$ cat src/rtl/wta_classifier.sv
// Winner-take-all classifier: snapshots output-neuron potentials on entry to
// COMPLETE, scans class scores one per cycle and registers the winner.
module wta_classifier #(
    parameter int unsigned NUM_CLASS      = 4,
    parameter int unsigned NEUR_PER_CLASS = 2,
    parameter int unsigned POT_W          = 3,
    parameter int unsigned MIN_SCORE      = 4,
    localparam int unsigned SCORE_W       = POT_W + $clog2(NEUR_PER_CLASS) + 1,
    localparam int unsigned IDX_W         = $clog2(NUM_CLASS),
    localparam int unsigned BUS_W         = NUM_CLASS * NEUR_PER_CLASS * POT_W
) (
    input  logic                 clk,
    input  logic                 rst_n,
    input  logic [1:0]           system_state,
    input  logic [BUS_W-1:0]     potential_bus,
    output logic [NUM_CLASS-1:0] output_cls,
    output logic [IDX_W-1:0]     class_idx,
    output logic                 no_winner,
    output logic                 result_valid,
    output logic                 busy
);

    localparam int unsigned CLS_W = NEUR_PER_CLASS * POT_W;

    localparam logic [1:0] SYS_IDLE     = 2'b00;
    localparam logic [1:0] SYS_COMPLETE = 2'b10;

    typedef enum logic [1:0] {
        S_IDLE = 2'b00,
        S_SCAN = 2'b01,
        S_DONE = 2'b10
    } state_t;

    state_t               state_q, state_d;
    logic [1:0]           prev_state_q;
    logic [BUS_W-1:0]     snap_q, snap_d;
    logic [IDX_W-1:0]     scan_idx_q, scan_idx_d;
    logic [IDX_W-1:0]     best_idx_q, best_idx_d;
    logic [SCORE_W-1:0]   best_score_q, best_score_d;
    logic [NUM_CLASS-1:0] output_cls_d;
    logic [IDX_W-1:0]     class_idx_d;
    logic                 no_winner_d;
    logic                 result_valid_d;
    logic                 busy_d;

    logic                 start_c;
    logic                 no_win_c;
    logic [CLS_W-1:0]     cls_slice_c;
    logic [SCORE_W-1:0]   score_c;

    // Fresh entry into COMPLETE; staying there does not retrigger
    assign start_c  = (system_state == SYS_COMPLETE) && (prev_state_q != SYS_COMPLETE);
    assign no_win_c = best_score_q < SCORE_W'(MIN_SCORE);

    // Score of the class currently addressed by the scan index
    always_comb begin
        cls_slice_c = '0;
        for (int unsigned c = 0; c < NUM_CLASS; c++) begin
            if (scan_idx_q == IDX_W'(c)) begin
                cls_slice_c = snap_q[c*CLS_W +: CLS_W];
            end
        end
        score_c = '0;
        for (int unsigned n = 0; n < NEUR_PER_CLASS; n++) begin
            score_c = score_c + SCORE_W'(cls_slice_c[n*POT_W +: POT_W]);
        end
    end

    // Next-state and next-register values
    always_comb begin
        state_d        = state_q;
        snap_d         = snap_q;
        scan_idx_d     = scan_idx_q;
        best_idx_d     = best_idx_q;
        best_score_d   = best_score_q;
        output_cls_d   = output_cls;
        class_idx_d    = class_idx;
        no_winner_d    = no_winner;
        result_valid_d = 1'b0;
        busy_d         = busy;

        case (state_q)
            S_IDLE: begin
                if (start_c) begin
                    snap_d       = potential_bus;
                    scan_idx_d   = '0;
                    best_score_d = '0;
                    best_idx_d   = '0;
                    busy_d       = 1'b1;
                    state_d      = S_SCAN;
                end
            end
            S_SCAN: begin
                if (system_state == SYS_IDLE) begin
                    busy_d  = 1'b0;
                    state_d = S_IDLE;
                end else begin
                    // Strictly greater keeps the lowest index on ties
                    if (score_c > best_score_q) begin
                        best_score_d = score_c;
                        best_idx_d   = scan_idx_q;
                    end
                    if (scan_idx_q == IDX_W'(NUM_CLASS - 1)) begin
                        state_d = S_DONE;
                    end else begin
                        scan_idx_d = scan_idx_q + IDX_W'(1);
                    end
                end
            end
            S_DONE: begin
                class_idx_d    = best_idx_q;
                no_winner_d    = no_win_c;
                output_cls_d   = no_win_c ? '1 : ~(NUM_CLASS'(1) << best_idx_q);
                result_valid_d = 1'b1;
                busy_d         = 1'b0;
                state_d        = S_IDLE;
            end
            default: begin
                state_d = S_IDLE;
            end
        endcase
    end

    // State, datapath and output registers
    always_ff @(posedge clk or negedge rst_n) begin
        if (!rst_n) begin
            state_q      <= S_IDLE;
            prev_state_q <= SYS_IDLE;
            snap_q       <= '0;
            scan_idx_q   <= '0;
            best_idx_q   <= '0;
            best_score_q <= '0;
            output_cls   <= '1;
            class_idx    <= '0;
            no_winner    <= 1'b1;
            result_valid <= 1'b0;
            busy         <= 1'b0;
        end else begin
            state_q      <= state_d;
            prev_state_q <= system_state;
            snap_q       <= snap_d;
            scan_idx_q   <= scan_idx_d;
            best_idx_q   <= best_idx_d;
            best_score_q <= best_score_d;
            output_cls   <= output_cls_d;
            class_idx    <= class_idx_d;
            no_winner    <= no_winner_d;
            result_valid <= result_valid_d;
            busy         <= busy_d;
        end
    end

endmodule

$ cat config.mk
export PLATFORM = sky130hd
export DESIGN_NAME = wta_classifier
export DESIGN_NICKNAME = d
export VERILOG_FILES = /design/src/rtl/wta_classifier.sv
export SDC_FILE = /design/constraint.sdc
export NUM_CORES = 1
export LEC_CHECK = 0
export ABC_AREA = 1
export CAP_MARGIN = 20
export CELL_PAD_IN_SITES_DETAIL_PLACEMENT = 1
export CELL_PAD_IN_SITES_GLOBAL_PLACEMENT = 1
export CORE_MARGIN = 2
export CORE_UTILIZATION = 38
export DETAILED_ROUTE_END_ITERATION = 7
export PLACE_DENSITY = 0.73
export SLEW_MARGIN = 20
export SYNTH_ARGS = -nofsm -noshare
export SYNTH_HDL_FRONTEND = slang
export SYNTH_SLANG_ARGS = --single-unit
$ cat constraint.sdc
create_clock -name clk -period 2.8 [get_ports clk]
set_input_delay 0.84 -clock clk [delete_from_list [all_inputs] [get_ports clk]]
set_output_delay 0.84 -clock clk [all_outputs]
set_load 0.01 [all_outputs]
==> flow_summary.rst, run 1 <==
.. list-table::
   :header-rows: 1

   * - Metric
     - Value
   * - Run status
     - finished with violations
   * - Violated checks
     - setup timing
   * - Top FF cell, synth
     - dfrtp_1
   * - Slowest cell delay on critical path
     - 0.44 ns
   * - Clock root buffer
     - clkbuf_8
   * - Endpoint class of the critical path
     - register
   * - Final hold vios
     - 0
   * - Syn avg cell area
     - around 10 um2
   * - Number of global-route vias before repair
     - approximately 2000
   * - Max transition margin
     - 65.9%
   * - Post-detailed-route DRC marker count
     - 0
   * - Detail-routed net length per standard cell
     - 16.2 um
   * - Detailed-routing iteration count for the pre-antenna-repair pass
     - 4
   * - Largest net degree at the start of global routing
     - 25
   * - Final setup violation count
     - 6
   * - Reg-to-Reg Start
     - scan_idx_q[0]
   * - Number of top-level design ports
     - 37
   * - Fraction of final layout cells sized beyond drive strength 1
     - between 30% and 40%
   * - Worst min-delay path class
     - register to register
   * - Reported leakage power
     - 1.57 nW
   * - Post-layout net count
     - between 300 and 400
   * - Routed Antenna Nets
     - 0
   * - Total Routed Length
     - 5980 um
   * - Critical path startpoint
     - scan_idx_q[0]
   * - Most common library cells after synthesis
     - 48 x nand2_1, 40 x dfrtp_1, 24 x inv_1, 20 x mux2_4
   * - Number of buffer and inverter stages on the critical path
     - 3
   * - Count leader, synth
     - nand2_1
   * - Clock tree sinks
     - 45
   * - Iter 0 DRT Violations
     - 75
   * - Share of synthesized registers carrying an async set or reset
     - 100%
   * - Total core area
     - 6030 um2
   * - Drt via density
     - between 5 and 6
   * - Hold Crit Endpoint
     - no_winner
   * - Final Slew Violations
     - 0
   * - Endpoint arrival time on the critical path
     - 3.14 ns
   * - Net count of the mapped netlist
     - 279
   * - Number of flops mapped to enable cells by yosys
     - 0
   * - Worst-case clock skew
     - approximately 0.011 ns
   * - Worst Min Path Start
     - no_winner
   * - Final Worst Setup Slack
     - -0.151 ns
   * - Total half-perimeter wirelength after legalization and detailed placement
     - between 4000 and 5000 um
   * - Clk Latency, worst-skew pair
     - 0.30 ns
   * - Count of antenna diodes in the layout
     - 0
   * - Worst-case clock buffer depth
     - 2
   * - Peak ir drop on the vdd network
     - 0.000547 V
   * - Register area share after synthesis
     - 47.1%
   * - DIE HEIGHT
     - 83.6 um
   * - Critical-path top delay cell
     - dfrtp_1
   * - Critical R2R Capture
     - best_idx_q[1]
   * - Initial antenna violation count
     - 0
   * - Actual transition at the worst max-transition pin
     - slightly above 0.5 ns
   * - Syn Inst Count
     - 235
   * - TritonCTS clock tree
     - built
   * - Length in cells of the worst reg-to-reg path
     - 20
   * - Number of port buffers
     - 36
   * - Total design power
     - 4.72 mW
   * - Number of max-cap violations
     - 0
   * - Grt ovf
     - 0
   * - Num rows
     - 28
   * - Final period demand of the worst path
     - between 2 and 3 ns
   * - Final setup TNS
     - -0.859 ns
   * - Placed cells
     - 354
   * - CP delay by family, top
     - adder cells
   * - Highest net fanout along the worst path
     - 7
   * - Slack of the worst reg-to-reg path
     - -0.15 ns
   * - Cell types with the largest area share after synthesis
     - dfrtp_1 42%, mux2_4 12%, ha_1 7.8%, nand2_1 7.5%, dfstp_2 5.5%
   * - Wire length of the first global-routing pass
     - ~10000 um
   * - Hold bufs inserted after CTS
     - 0
   * - Area fraction of the dominant cell type after synthesis
     - 41.6%
   * - Critical Path, Cell by Cell
     - inv_2 > ha_4 > clkinvlp_4 > o21ai_2 > a21oi_2 > ha_2 > fa_2 > inv_2 > or2_4 > nand2_4 > ha_4 > nand2_2 > nand2_1 > nand2_1 > nand3_2 > nand2_2 > nand2_4 > nand2_4 > nand2_1 > nand2_1
   * - Maximum clock frequency
     - 0.339 GHz
   * - Area Overhead vs Synth
     - 36.6%
   * - Most common cell on crit path
     - nand2_1
   * - H-tree depth
     - 2
   * - Final worst path period share
     - 105%
   * - Number of standard cells in the final layout excluding fillers
     - 370
   * - Clock transition at the register clock pins on the worst setup and hold paths after CTS
     - 0.09 ns
   * - Hold Path Cell Cnt
     - 2
   * - Initial Utilization
     - 39.9%
   * - Final weighted congestion of routability-driven global placement
     - 0.812
   * - Critical path startpoint category
     - register
   * - Total of warnings raised by yosys
     - 0
   * - Data required time of the worst path
     - around 3 ns
   * - GRT Overall Usage
     - 17.6%
   * - Critical Setup Path Class
     - register to register
   * - Cell Area, Synth
     - roughly 2400 um2
   * - Chip Width
     - 83.6 um
   * - Power per cell area
     - 1440 nW/um2
   * - Unrepaired setup endpoints after global routing
     - true
   * - Register bit total from synthesis
     - 45
   * - Number of buffers created by CTS
     - 5
   * - Die area
     - 6980 um2
   * - Distinct cells, synth
     - 31
   * - Number of vias after detailed routing
     - between 1500 and 2000
   * - Post-synth top area cell
     - dfrtp_1
registers in the layout (all words and copies together) (netlist names):
name	flops
no_winner	1
best_score_q	4
prev_state_q	2
busy	1
class_idx	2
scan_idx_q	2
best_idx_q	2
snap_q	24
output_cls	4
result_valid	1
state_q	2
stage by stage:
| stage | cell area (um2) | worst slack (ns) | hold WS, ns | util (%) |
|---|---|---|---|---|
| CTS | 3200 | -0.103 | 0.481 | 53.2 |
| finish | 3290 | -0.151 | 0.479 | 54.5 |
| detailed placement | 2930 | -0.225 | 0.465 | 48.7 |
| floorplan | 2410 | 0.0244 | 0.442 | - |
| global route | 3290 | -0.334 | 0.503 | 54.5 |
| global placement | 2930 | -0.125 | 0.455 | 48.7 |
cell families (layout without fill, tap and decap cells):
logic type               after synthesis  after routing  synth area share (%)
AND/OR/NAND/NOR                       89             89                  17.0
flip-flops                            45             45                  47.1
AO/OA/AOI/OAI                         31             31                  7.38
buffers and inverters                 30             90                  5.56
multiplexers                          24             24                  14.4
adder cells (fa/ha/maj)               16             16                  8.63
per-layer routing:
layer,up-vias,GRT usage (%),routed length (um)
li1,892,-,-
met1,917,22.5,2610
met2,40,30.3,2980
met3,12,3.07,215
met4,0,5.72,167
met5,-,0,0
power by group:
group	switching, mW	leakage [nW]	internal [mW]
registers	0.219	0.544	0.958
logic	1.54	0.968	1.51
clock network	0.227	0.0554	0.268
total	1.98	1.57	2.74
layout make-up:
type	count	area (um2)
clock buffer	6	72.6
clock inverter	2	38.8
inverter	26	104
fill	670	2740
timing repair buffer	56	542
tap	75	93.8
sequential	45	1130
multi-input combinational	160	1300
how the worst max path moves through the flow:
stage / endpoint / slack [ns] / cells after the start
6_report: best_idx_q[1] / -0.15 / 20
5_1_grt: best_score_q[3] / -0.33 / 20
4_1_cts: best_score_q[2] / -0.10 / 21
3_5_place_dp: best_score_q[2] / -0.23 / 22
3_3_place_gp: best_idx_q[0] / -0.13 / 22
2_1_floorplan: best_idx_q[0] / 0.02 / 19
repair_timing:
item | in CTS | in global routing
pin swaps | 13 | 8
endpoints found under the hold margin | 0 | 0
resized for setup | 32 | 12
endpoints found under the setup margin | 6 | 6
buffers inserted | 6 | 2
worst register-to-register path, cell delays in order (launching register included):
cell and delay [ns]:
dfrtp_1 0.44, inv_2 0.13, ha_4 0.20, clkinvlp_4 0.17, o21ai_2 0.18, a21oi_2 0.08
ha_2 0.20, fa_2 0.35, inv_2 0.06, or2_4 0.12, nand2_4 0.05, ha_4 0.27
nand2_2 0.05, nand2_1 0.05, nand2_1 0.06, nand3_2 0.07, nand2_2 0.06, nand2_4 0.10
nand2_4 0.08, nand2_1 0.08, nand2_1 0.04
placed cells by master (no fill, tap or decap), drive strengths merged:
cell,synthesis,layout
ha,15,15
o22ai,2,2
o21ai,7,7
buf,3,21
nand3,18,18
nand4,2,2
bufinv,0,1
clkinv,0,1
dfrtp,40,40
fa,1,1
and2,1,1
o211ai,1,1
mux2,24,24
o2111ai,1,1
clkdlybuf4s50,0,35
a31oi,2,2
or2,2,2
a21oi,18,18
nand2,51,51
clkinvlp,0,1
nor2,15,15
inv,26,25
dfstp,5,5
clkbuf,1,6
Note: power is estimated with default switching activity, not from simulation.
==> run 2, diff against run 1 <==
==> constraint.sdc (replaced) <==
create_clock -name clk -period 2.8 [get_ports clk]
set_input_delay 0.84 -clock clk [delete_from_list [all_inputs] [get_ports clk]]
set_output_delay 0.84 -clock clk [all_outputs]
set_load 0.005 [all_outputs]
==> results of run 2 <==
The final DEF is identical to that of run 1. Status: finished with violations: setup timing.
Main changes from that run: total power 4.72 mW -> 4.70 mW; worst IR drop on VDD 0.000547 V -> 0.000544 V
==> run 3, diff against run 2 <==
--- a/config.mk
+++ b/config.mk
@@ -6,7 +6,7 @@
 export NUM_CORES = 1
 export LEC_CHECK = 0
 export ABC_AREA = 1
-export CAP_MARGIN = 20
+export CAP_MARGIN = 15
 export CELL_PAD_IN_SITES_DETAIL_PLACEMENT = 1
 export CELL_PAD_IN_SITES_GLOBAL_PLACEMENT = 1
 export CORE_MARGIN = 2
==> results of run 3 <==
The final DEF is identical to that of run 1. Status: finished with violations: setup timing.
Main changes from that run: total power 4.72 mW -> 4.70 mW; worst IR drop on VDD 0.000547 V -> 0.000544 V
==> variant (config.mk and constraints of run 3) <==
The parameter `NEUR_PER_CLASS` goes from 2 to 4.
--- a/src/rtl/wta_classifier.sv
+++ b/src/rtl/wta_classifier.sv
@@ -3,5 +3,5 @@
 module wta_classifier #(
     parameter int unsigned NUM_CLASS      = 4,
-    parameter int unsigned NEUR_PER_CLASS = 2,
+    parameter int unsigned NEUR_PER_CLASS = 4,
     parameter int unsigned POT_W          = 3,
     parameter int unsigned MIN_SCORE      = 4,
Ports: changed (resized potential_bus); port bits go from 37 to 61. The function was not compared with the original's and may differ.
==> variant against run 3 <==
  * The flow still finishes with violations (setup timing)
  * Sequential cell count increased by 25
  * Worst setup slack worse by 1.3 ns
  * Cell count is 53% higher
  * Count of clock-buffer cells in the layout grew 4
  * Wire length up 55%
  * Cell area increased by 56%
  * Clock skew shrank 0.0015 ns
  * Area after synthesis rose by 52%
  * First-iteration DRC count grew 8.0%
  * Highest routed layer unchanged
Power is left out: the tool's default activity adds up to more than one toggle a clock period on the data nets, which glitch-free logic cannot reach.
==> variant: results <==
[status]
status = "finished, violations left"
violations = "setup timing"

[timing]
worst_pin_slew_ns = 0.679
fin_ws_ns = -1.44
tns_ns = -10.06
finalSetupViolations = 7
skew_ns = 0.00992

[grt]
grt_pass1_vias = 3026
grt_pass1_wl_um = 15300
grtUsageTotal = 0.196
grt_start_max_net_pins = 49

[cts]
cts_max_level = 3
clk_pin_slew_ns = 0.07
cts-buffers-inserted = 9
clk_latency_ns = 0.36
cts_buffer_depth = 2

[synthesis]
synth.area.top_cells = "dfrtp_1 45%, mux2_2 8.6%, mux2_4 8.2%, ha_1 5.8%, nand2_1 5.8%"
yosysSeqAreaShare = 0.482
syn_nets = 415
synthDistinctLibCells = 29
yosysWarnings = 0
synth_common_cells = "65 x dfrtp_1, 56 x nand2_1, 39 x inv_1, 28 x mux2_2"

[finish]
layout-drive-gt1-share = 0.345
n_fill_cell = 1008
top_regs = "snap_q (48), best_score_q (5), output_cls (4)"
final_nets = 508

[placed_design]
port_buffers = 60
dpl.hpwl_um = 6570
place_congestion = 0.838
post_dp_cell_area_um2 = 4670
place_ws_ns = -1.57

[routing]
drt_iter0_markers = 81
vias_per_cell = 4.86
wl_per_cell_um = 16.3

[worst_setup_path]
critPathMaxFanout = 11
r2r_end = "best_idx_q[1]"
rr_startpoint = "scan_idx_q[0]"
cp.arrival_ns = 4.48
worst_r2r_path_depth = 24

[hold_path]
hp-class = "reg -> reg"
variant: cell families after synthesis:
group | synth area share
and+or+nand+nor | 0.107
DFF | 0.482
AOI/OAI and AO/OA | 0.0882
buffers and inverters | 0.0621
muxes | 0.169
adders and majority gates | 0.0913
variant: repair_timing:
action,CTS,global route
pin swaps,26,6
endpoints found under the setup margin,7,7
gates resized for setup,38,4
buffers inserted,3,2
variant: critical path, stage by stage, from the launching register on:
cell and delay (ns):
dfrtp_1 0.41, buf_4 0.16, ha_4 0.18, buf_12 0.15, a21oi_2 0.13, nand2_2 0.08
o21ai_2 0.08, o21ai_2 0.07, fa_1 0.52, inv_2 0.04, fa_1 0.52, inv_1 0.04
ha_2 0.17, fa_2 0.34, or2_4 0.26, nand2_4 0.08, ha_4 0.20, nand2_4 0.07
nor2_4 0.04, a21oi_2 0.13, nand2_2 0.10, nand2_4 0.15, nand2_8 0.09, nand2_2 0.07
nand2_1 0.05
variant: how the worst min path moves through the flow:
| stage | from | end | slack [ns] | cells past startpoint |
|---|---|---|---|---|
| final | class_idx[0] | class_idx[0] | 0.48 | 2 |
| after global routing | output_cls[1] | output_cls[1] | 0.51 | 2 |
| after global placement | best_idx_q[1] | output_cls[2] | 0.45 | 1 |
| after CTS | class_idx[0] | class_idx[0] | 0.49 | 2 |
| after floorplan | best_idx_q[1] | output_cls[2] | 0.42 | 1 |
| after detailed placement | best_idx_q[1] | output_cls[2] | 0.46 | 1 |
variant: final cells by class:
class	instances	share of cell area
clock buffers	10	0.0268
multi-input cells	218	0.364
well taps	129	0.0314
clock inverters	6	0.0258
inverters	40	0.0292
repair buffers	94	0.181
flip-flops and latches	70	0.342
variant: stage by stage:
step	util	cells
after floorplan	-	340
after global placement	0.503	546
after detailed placement	0.503	546
after CTS	0.551	565
after global routing	0.553	567
final	0.553	567
variant: per-layer routing:
metal	vias up	part of all wire	GRT usage
met5	-	0	0
met4	0	0.021	0.0851
met3	17	0.032	0.0328
met2	56	0.54	0.356
met1	1363	0.41	0.227
li1	1317	-	-
